File: src/rtl/div_seq_pkg.sv
// Shared encodings for the sequential divider: FSM states, ready/start levels
// and the double-width HI/LO result bus type.
package div_seq_pkg;

   typedef enum logic [1:0] {
      DivFree   = 2'b00,
      DivByZero = 2'b01,
      DivOn     = 2'b10,
      DivEnd    = 2'b11
   } div_state_e;

   localparam logic DivResultReady    = 1'b1;
   localparam logic DivResultNotReady = 1'b0;
   localparam logic DivStart          = 1'b1;
   localparam logic DivStop           = 1'b0;

   typedef logic [63:0] double_reg_bus_t;

endpackage

File: src/rtl/div_seq.sv
// Radix-2 restoring divider for DIV/DIVU, one quotient bit per cycle, so the
// EX stage only ever sees a single DW+1-bit subtractor.
module div_seq
   import div_seq_pkg::*;
#(
   parameter int DW = 32
) (
   input  logic              clk,
   input  logic              rst,
   input  logic              signed_div_i,
   input  logic [DW-1:0]     opdata1_i,
   input  logic [DW-1:0]     opdata2_i,
   input  logic              start_i,
   input  logic              annul_i,
   output logic [2*DW-1:0]   result_o,
   output logic              ready_o
);

   localparam int CW = $clog2(DW);

   div_state_e          state_q;
   logic [CW-1:0]       cnt_q;
   logic [2*DW:0]       work_q;
   logic [DW-1:0]       divisor_q;
   logic                signed_q;
   logic                neg1_q;
   logic                neg2_q;
   logic [2*DW-1:0]     result_q;
   logic                ready_q;

   logic [DW-1:0]       abs1;
   logic [DW-1:0]       abs2;
   logic [DW:0]         trial;
   logic [DW-1:0]       quo_fin;
   logic [DW-1:0]       rem_fin;

   // Magnitudes are only taken for signed operands; -2^(DW-1) stays as its own
   // unsigned magnitude, which is what makes the overflow case fall out cleanly.
   assign abs1 = (signed_div_i && opdata1_i[DW-1]) ? -opdata1_i : opdata1_i;
   assign abs2 = (signed_div_i && opdata2_i[DW-1]) ? -opdata2_i : opdata2_i;

   assign trial = work_q[2*DW:DW] - {1'b0, divisor_q};

   // Quotient sign follows the sign mismatch, remainder follows the dividend.
   assign quo_fin = (signed_q && (neg1_q ^ neg2_q)) ? -work_q[DW-1:0] : work_q[DW-1:0];
   assign rem_fin = (signed_q && neg1_q) ? -work_q[2*DW:DW+1] : work_q[2*DW:DW+1];

   always_ff @(posedge clk) begin
      if (rst) begin
         state_q   <= DivFree;
         cnt_q     <= '0;
         work_q    <= '0;
         divisor_q <= '0;
         signed_q  <= 1'b0;
         neg1_q    <= 1'b0;
         neg2_q    <= 1'b0;
         result_q  <= '0;
         ready_q   <= DivResultNotReady;
      end else begin
         case (state_q)
            DivFree: begin
               ready_q <= DivResultNotReady;
               if (start_i == DivStart && !annul_i) begin
                  if (opdata2_i == '0) begin
                     state_q <= DivByZero;
                  end else begin
                     state_q   <= DivOn;
                     cnt_q     <= '0;
                     signed_q  <= signed_div_i;
                     neg1_q    <= opdata1_i[DW-1];
                     neg2_q    <= opdata2_i[DW-1];
                     divisor_q <= abs2;
                     work_q    <= {{DW{1'b0}}, abs1, 1'b0};
                  end
               end
            end
            DivByZero: begin
               work_q  <= '0;
               state_q <= DivEnd;
            end
            DivOn: begin
               if (annul_i) begin
                  state_q <= DivFree;
               end else begin
                  if (trial[DW]) begin
                     work_q <= {work_q[2*DW-1:0], 1'b0};
                  end else begin
                     work_q <= {trial[DW-1:0], work_q[DW-1:0], 1'b1};
                  end
                  cnt_q <= cnt_q + CW'(1);
                  if (cnt_q == CW'(DW-1)) begin
                     state_q <= DivEnd;
                  end
               end
            end
            DivEnd: begin
               // First END cycle publishes the result; afterwards hold until EX lets go.
               if (ready_q == DivResultNotReady) begin
                  result_q <= {rem_fin, quo_fin};
                  ready_q  <= DivResultReady;
               end else if (start_i == DivStop) begin
                  state_q  <= DivFree;
                  result_q <= '0;
                  ready_q  <= DivResultNotReady;
               end
            end
            default: state_q <= DivFree;
         endcase
      end
   end

   assign result_o = result_q;
   assign ready_o  = ready_q;

endmodule

File: config.mk
export PLATFORM = sky130hd
export DESIGN_NAME = div_seq
export DESIGN_NICKNAME = d
export VERILOG_FILES = /design/src/rtl/div_seq_pkg.sv /design/src/rtl/div_seq.sv
export SDC_FILE = /design/constraint.sdc
export NUM_CORES = 1
export LEC_CHECK = 0
export ABC_CLOCK_PERIOD_IN_PS = 4700
export BUFFER_PORTS_ARGS = -buffer_cell sky130_fd_sc_hd__buf_4
export CAP_MARGIN = 25
export CORE_MARGIN = 4
export CORE_UTILIZATION = 60
export CTS_CLUSTER_SIZE = 30
export DETAILED_ROUTE_END_ITERATION = 16
export PLACE_DENSITY = 0.86
export SYNTH_ARGS = -nofsm -noshare
export SYNTH_HDL_FRONTEND = slang
export SYNTH_SLANG_ARGS = --single-unit
File: constraint.sdc
create_clock -name clk -period 4.7 [get_ports clk]
set_input_delay 0 -clock clk [delete_from_list [all_inputs] [get_ports clk]]
set_output_delay 0 -clock clk [all_outputs]
set_load 0.005 [all_outputs]
### Yosys cells after proc, flatten, opt, wreduce, memory -nomap -nowiden

Cells that the tools add are included.
Widths: inputs -> output; s select.

* register bits: 172
* output and inout bits: 65
* input bits: 69
* logic and storage cells: 69

* add/subtract/negate cells: 6
* equality and inequality tests: 11
* bitwise gates (word level): 2
* muxes and demuxes: 25
* reduce and logical (&&, ||, !) cells: 16

Operator list (number)
* $mux 65: 4
* $pmux 65 s3: 1
* $mux 32: 4
* $mux 64: 2
* $neg 32->32: 4
* $sub 33x32->33: 1
* $logic_not 32->1: 1
* $mux 5: 3
* $mux 2: 6
* $ne 2x2->1 const B: 6
* $reduce_and 4->1: 3
* $pmux 5 s2: 1
* $pmux 2 s4: 1
* $add 5x1->5 const B: 1
* $eq 5x5->1 const B: 1
* $logic_and 1x1->1: 5
* $eq 2x2->1 const B: 2
* $reduce_bool 2->1: 2
* $ne 3x3->1 const B: 1
* $reduce_and 3->1: 1
* $reduce_bool 3->1: 1
* $eq 2x1->1 const B: 1
* $logic_not 2->1: 1
* $mux 1: 2
* 5 further kinds: 5

### Longest topological paths before layout

Gate-level depths: netlist of the first run.

* word-level depth: 5
* gate-level depth with buffers: 13
* depth with buffers taken out: 12

### Worst setup path before layout of the first run

Ideal clock, no wire load.

* kind: flip-flop to flip-flop
* start point: register work_q[32]
* end point: register work_q[61]
* arrival time: 3029 ps
* slack: 1545 ps
* library setup time: 125 ps
* data required time: 4575 ps
* period minus slack after synthesis: 3155 ps
* path buffers: 1
* cell stages (with the launch flop): 14
* path through: dfxtp_1 inv_1 ha_1 fa_1 nor2b_1 o31ai_1 a21oi_1 o21bai_1 a2111oi_2 a211oi_2 xnor2_2 clkbuf_1 mux2i_1 o21ai_1

* longest elaborated chain between the ends: 4

RTL lines
* start, declared: line div_seq.sv:23 `logic [2*DW:0] work_q;`
* start signal, assigned: line div_seq.sv:73 `work_q <= {{DW{1'b0}}, abs1, 1'b0};`
* start signal, assigned: line div_seq.sv:86 `work_q <= {work_q[2*DW-1:0], 1'b0};`
* start signal, assigned: line div_seq.sv:88 `work_q <= {trial[DW-1:0], work_q[DW-1:0], 1'b1};`
* $sub 33x32->33: line div_seq.sv:42 `assign trial = work_q[2*DW:DW] - {1'b0, divisor_q};`
* $mux 65: line div_seq.sv:85 `if (trial[DW]) begin`
* $mux 65: line div_seq.sv:82 `if (annul_i) begin`
* $pmux 65 s3: line div_seq.sv:60 `case (state_q)`

Every way passes these cells. The select of a mux whose other input is x is not followed.
A chain may end at the register's enable or synchronous reset.

### Final worst setup path of the first run

* start point: register work_q[33]
* end point: register work_q[34]

* longest elaborated chain between the ends: 4

RTL lines (line)
* $sub 33x32->33: div_seq.sv:42
* $mux 65 *: div_seq.sv:85
* $mux 65 *: div_seq.sv:82
* $pmux 65 s3 *: div_seq.sv:60

Mark *: on every way between the ends. The rest lies on a longest branch, timed or not. The select of a mux whose other input is x is not followed.

==> impl_metrics.py, run 1 <==
metrics = {
    "pwr": {
        "p_leak_nw": 5.43,
        "ir_drop_mv": 0.355,
        "pwr_density_cell_mw_per_mm2": 388,
    },
    "die": {
        "start_util_pct": 62.1,
        "fp.coreArea_sq_mm": 0.0175,
        "rows": 48,
        "io_pins": 134,
        "die_area_sq_mm": 0.0204,
        "die_x_um": 143,
        "die_y_um": 143,
    },
    "detailed_routing": {
        "wirelength_um": 30100,
        "drc_errors": 0,
        "ant_nets": 0,
        "drt_iter0_markers": 1156,
        "dr.pass1.iters": 6,
        "vias": 10900,
        "wl_per_cell_um": 16.9,
        "vias_per_cell": 6.11,
    },
    "setup_path": {
        "worst_path_dominant_cell_family": "compound AO/OA/AOI/OAI gates",
        "max_stage_delay_ps": 520,
        "cp_cell_sequence": "inv_1 -> fa_1 -> nor2b_1 -> o31ai_1 -> a21oi_1 -> o21bai_1 -> a2111oi_2 -> a211oi_2 -> xnor2_2 -> buf_4 -> nand2_1 -> a32o_1",
        "crit_path_start_kind": "flop",
        "worst_setup_path_end_kind": "flop",
        "path_buf_inv": 2,
        "startpoint": "work_q[33]",
        "crit_required_ps": 5030,
        "rr_worst_depth": 12,
        "crit_type": "flop to flop",
        "cp.arrival_ps": 4090,
        "cp_slowest_cell": "a2111oi_2",
        "worst-path-stages": 12,
        "timing.rr.start": "work_q[33]",
        "cp_max_fo": 18,
    },
    "cts": {
        "clock_sinks": 172,
        "hold_buffers": 36,
        "cts-root-buf": "clkbuf_16",
        "cts_tree": "done",
        "clk_latency_ps": 440,
        "cts_buffers": 17,
        "postCtsSetupRepairBufs": 0,
        "htreeDepth": 4,
        "cts.repair.resized": 0,
        "path_clk_slew_ps": 70,
        "cts_buffer_depth": 2,
    },
    "placement": {
        "dp_hpwl_um": 22100,
        "gp_congestion": 0.924,
        "io_buffers": 133,
    },
    "synth": {
        "syn_nets": 1532,
        "mappedNetlistArea_sq_mm": 0.0109,
        "yosysTopAreaCell": "dfxtp_1",
        "ys_warn_count": 0,
        "ys_seq_area_share_pct": 31.6,
        "synth.distinct_cells": 66,
        "async_flop_share_pct": 0,
        "netlist.area_leader.share_pct": 31.6,
        "synthCells": 1420,
        "syn_avg_cell_area_sq_um": 7.66,
        "yosysMostFrequentCell": "nor2_1",
        "synth_enable_flop_cells": 0,
        "synthTopCellsByArea": "dfxtp_1 32%, xnor2_1 6.5%, nor2_1 6.4%, ha_1 4.8%, xor2_1 4.8%",
        "ys_ff_latch": 172,
        "synthTopCellsByCount": "185 x nor2_1, 172 x dfxtp_1, 128 x nand2_1",
        "synth-main-ff-cell": "dfxtp_1",
    },
    "worst_hold_path": {
        "min_path_cells": 5,
        "hold_path.class": "primary input to flop",
        "min_from": "opdata2_i[7]",
    },
    "grt": {
        "grt_usage_pct": 28.8,
        "grt_max_degree": 77,
        "grt_overflow": 0,
        "antenna_found_initial": 0,
        "grt_pass1_vias": 9504,
        "grt_pass1_wl_um": 48300,
    },
    "finish": {
        "syn_to_final_growth_pct": 18.2,
        "final_nets": 1653,
        "drive_gt1_share_pct": 13.0,
        "diodes": 0,
    },
    "timing": {
        "worstMarginPinSlew_ps": 861,
        "fin_skew_ps": 14.0,
        "period_needed_ps": 3760,
        "maxSlewViolCount": 0,
        "finalSetupTns_ps": 0,
        "period_share_pct": 80.1,
        "max_freq_mhz": 266,
        "relSlewSlack_pct": 41.8,
        "rsz0062_at_grt": "no",
        "setup_viol": 0,
        "hold-worst-slack_ps": 14.7,
        "hold_violations": 0,
    },
    "run": {
        "maxCapViolCount": 0,
    },
    "run_status": {
        "outcome": "complete, no violations",
    },
}
-- through the flow --
stage,setup WS (ps),total power [mW],util (%),instances,instance area [sq um]
after global routing,712,5.29,73.4,1777,12900
after detailed placement,1020,3.60,68.2,1711,12000
final,936,4.99,73.4,1777,12900
after CTS,1020,4.95,73.4,1777,12900
after global placement,1200,3.57,68.2,1711,12000
after floorplan,1550,3.14,-,1420,10900
-- registers in the layout, indices dropped and copies added, names as in the netlist --
name / count
cnt_q: 5
divisor_q: 32
neg1_q: 1
neg2_q: 1
ready_o: 1
result_o: 64
signed_q: 1
state_q: 2
work_q: 65
-- cells in the final DEF, fill, tap and decap left out, drive strengths merged, types with 38 or more instances in the layout --
cell type  instances
nor2             185
dfxtp            172
buf              148
nand2            128
a21oi            100
xnor2             82
o21ai             75
inv               69
nand3             67
xor2              60
a211oi            50
a22oi             44
ha                42
nor3              38
-- report_power, final --
part           internal [mW]  total (mW)  switching (mW)
Sequential              1.64        1.87           0.236
Combinational          0.680        1.79            1.11
Clock                  0.728        1.33           0.603
-- final timing paths --
kind | slack [ps] | end
max reg2reg | 940 | work_q[34]
min reg2reg | 470 | divisor_q[30]
max | 940 | work_q[34]
min | 10 | divisor_q[7]
-- tightest hold or removal path, delay by kind of cell --
kind	cells	cell delay [ps]
AOI/OAI and AO/OA	1	50
xor gates and xnor gates	1	120
buffers and inverters	2	160
and+or+nand+nor	1	80
-- layer usage --
layer	wire (um)	GRT usage [%]	vias to the layer above
met5	0	0	-
met4	390	5.85	0
met3	3340	5.43	37
met2	12300	40.9	502
met1	14000	45.3	5005
li1	-	-	5316
-- cell type report --
| type | count | area, sq um |
|---|---|---|
| multi-input cells | 1100 | 6880 |
| fillers | 1369 | 4670 |
| flip-flops and latches | 172 | 3440 |
| repair buffers | 184 | 1470 |
| clock buffers | 18 | 429 |
| well taps | 225 | 282 |
| inverters | 66 | 248 |
| clock inverters | 12 | 116 |
-- cells by family after synthesis --
logic type      after synthesis  share of synthesized area [%]
flops                       172                           31.6
simple gates                518                           22.4
xor+xnor                    142                           11.5
compound gates              389                           23.5
mux                           8                          0.736
buf+inv                     148                           5.21
fa+ha+maj                    43                           5.01
Note: power is estimated with default switching activity, not from simulation.
==> run 2: changes to the inputs <==
--- a/config.mk
+++ b/config.mk
@@ -5,14 +5,14 @@
 export SDC_FILE = /design/constraint.sdc
 export NUM_CORES = 1
 export LEC_CHECK = 0
-export ABC_CLOCK_PERIOD_IN_PS = 4700
+export ABC_CLOCK_PERIOD_IN_PS = 3200
 export BUFFER_PORTS_ARGS = -buffer_cell sky130_fd_sc_hd__buf_4
 export CAP_MARGIN = 25
 export CORE_MARGIN = 4
-export CORE_UTILIZATION = 60
+export CORE_UTILIZATION = 54
 export CTS_CLUSTER_SIZE = 30
 export DETAILED_ROUTE_END_ITERATION = 16
-export PLACE_DENSITY = 0.86
+export PLACE_DENSITY = 0.82
 export SYNTH_ARGS = -nofsm -noshare
 export SYNTH_HDL_FRONTEND = slang
 export SYNTH_SLANG_ARGS = --single-unit
==> constraint.sdc (replaced) <==
create_clock -name clk -period 3.2 [get_ports clk]
set_input_delay 0 -clock clk [delete_from_list [all_inputs] [get_ports clk]]
set_output_delay 0 -clock clk [all_outputs]
set_load 0.005 [all_outputs]
==> run 2 against run 1 <==
- fmax increased by 22%
- sequential share of layout area decreased by 1.1 points
- clock skew decreased by 3.2 ps
- final cell count increased by 4.8%
- non-clock buffer count increased by 43
- critical path type unchanged
- largest cell class unchanged
- highest routed layer unchanged
==> impl_metrics.py, run 2 (synthesis results as in run 1) <==
metrics = {
    "run_status": {
        "outcome": "complete, no violations",
    },
    "finish": {
        "largest_register_ffs": 65,
        "multiInputGateArea_sq_mm": 0.00693,
        "drive_gt1_share_pct": 16.0,
        "final_design_area_no_fill_sq_mm": 0.0134,
        "final_cell_mix": "185 x nor2_1, 185 x buf_4, 171 x dfxtp_1, 128 x nand2_1, 100 x a21oi_1",
        "fillers": 1584,
        "final_nets": 1696,
        "diodes": 0,
        "regMostFlops": "work_q",
        "syn_to_final_growth_pct": 23.4,
        "regArea_sq_mm": 0.00344,
    },
    "timing": {
        "worstMarginPinSlew_ps": 803,
        "fin_skew_ps": 10.8,
        "period_share_pct": 96.8,
        "setup_viol": 0,
        "relSlewSlack_pct": 46.4,
        "worst_slack_ps": 103,
        "hold_violations": 0,
        "hold-worst-slack_ps": 18.1,
        "maxSlewViolCount": 0,
        "period_needed_ps": 3100,
        "finalSetupTns_ps": 0,
        "max_freq_mhz": 323,
    },
    "grt": {
        "grt_overflow": 0,
        "grt_max_degree": 81,
        "grt_usage_pct": 26.1,
        "grt_pass1_wl_um": 48000,
        "antenna_found_initial": 0,
        "grt_pass1_vias": 9390,
    },
    "placement": {
        "dp_slack_ps": 41.9,
        "gp_congestion": 0.921,
        "dp_hpwl_um": 22300,
        "place_area_sq_mm": 0.0123,
        "io_buffers": 133,
    },
    "cts": {
        "htreeDepth": 4,
        "cts_buffers": 17,
        "clock_sinks": 172,
        "path_clk_slew_ps": 70,
        "cts-root-buf": "clkbuf_16",
        "cts_buffer_depth": 2,
        "clk_latency_ps": 440,
        "cts_tree": "done",
    },
    "die": {
        "die_area_sq_mm": 0.0225,
        "rows": 51,
        "die_x_um": 150,
        "fp.coreArea_sq_mm": 0.0197,
        "io_pins": 134,
        "start_util_pct": 55.4,
        "die_y_um": 150,
    },
    "setup_path": {
        "cp.arrival_ps": 3440,
        "reg2reg_to": "work_q[60]",
        "endpoint": "work_q[60]",
        "worst_setup_path_end_kind": "flop",
        "crit_path_start_kind": "flop",
        "regToRegSetupSlack_ps": 100,
        "crit_required_ps": 3550,
        "cp_max_fo": 7,
        "crit_type": "flop to flop",
        "timing.rr.start": "work_q[32]",
        "rr_worst_depth": 14,
        "startpoint": "work_q[32]",
    },
    "worst_hold_path": {
        "hold_path.class": "primary input to flop",
    },
    "detailed_routing": {
        "wirelength_um": 30300,
        "vias_per_cell": 5.83,
        "drc_errors": 0,
        "wl_per_cell_um": 16.3,
        "dr.pass1.iters": 6,
        "vias": 10900,
        "drt_iter0_markers": 1129,
        "ant_nets": 0,
    },
    "pwr": {
        "ir_drop_mv": 0.369,
        "p_total_mw": 7.58,
        "p_leak_nw": 5.74,
        "pwr_density_cell_mw_per_mm2": 564,
    },
    "run": {
        "maxCapViolCount": 0,
    },
}
[run 2: changes by cell type in the layout (fill, tap and decap cells not counted), moves of 2 or more]
cell / before / now
clkbuf_16: 17 / 19
o311ai_0: 4 / 1
buf_4: 148 / 185
clkinv_2: 2 / 0
nor3_4: 1 / 3
clkinvlp_4: 4 / 1
buf_12: 0 / 4
inv_8: 1 / 4
clkinv_8: 0 / 4
dlygate4sd3_1: 36 / 34
nor3_2: 3 / 1
o311ai_1: 1 / 4
buf_6: 0 / 2
[run 2: how the worst min path moves through the flow]
stage,from,endpoint,slack [ps],cells after the start
final,opdata1_i[10],work_q[11],20,5
after global routing,opdata1_i[2],work_q[3],50,5
after CTS,opdata1_i[10],work_q[11],2,5
after detailed placement,opdata1_i[31],neg1_q,290,3
after global placement,opdata1_i[31],neg1_q,290,3
after floorplan,opdata2_i[0],divisor_q[0],140,2
[run 2: layout make-up]
type	instances	share of cell area, %
multi-input combinational	1100	51.6
tap	265	2.47
inverter	66	1.84
clock inverter	15	1.27
timing repair buffer	227	14.0
clock buffer	17	3.17
sequential	172	25.6
[run 2: what timing repair did]
action | CTS | global route
hold buffers | 34 | 0
endpoints found under the hold margin | 35 | 0
buffers inserted | 0 | 9
setup endpoints to repair | 0 | 19
gates resized for setup | 0 | 16
[run 2: per-stage QoR]
| step | std cells | util, % |
|---|---|---|
| floorplan | 1420 | - |
| global placement | 1785 | 62.6 |
| detailed placement | 1785 | 62.6 |
| CTS | 1851 | 67.4 |
| global route | 1862 | 68.3 |
| finish | 1862 | 68.3 |
[run 2: power breakdown]
part	leakage [nW]	internal, mW	switching, mW	total, mW
registers	1.40	2.40	0.296	2.70
clock network	0.287	1.05	1.02	2.07
logic	4.05	1.10	1.71	2.82
total	5.74	4.55	3.03	7.58
[run 2: metal layers]
layer,global-route usage [%],part of all wire [%]
met5,0,0
met4,5.58,1.0
met3,5.78,9.3
met2,35.9,41
met1,41.0,48
[run 2: worst max-delay path: stages, from the launching register on]
cell and delay [ps]:
dfxtp_2 330, inv_1 50, ha_1 220, fa_2 370, nor2b_2 150, o31ai_1 100, a21oi_1 250, o21bai_2 120
a2111oi_4 410, a211oi_2 160, xnor2_2 320, buf_4 190, clkbuf_16 140, nand4_1 100, o311ai_1 90
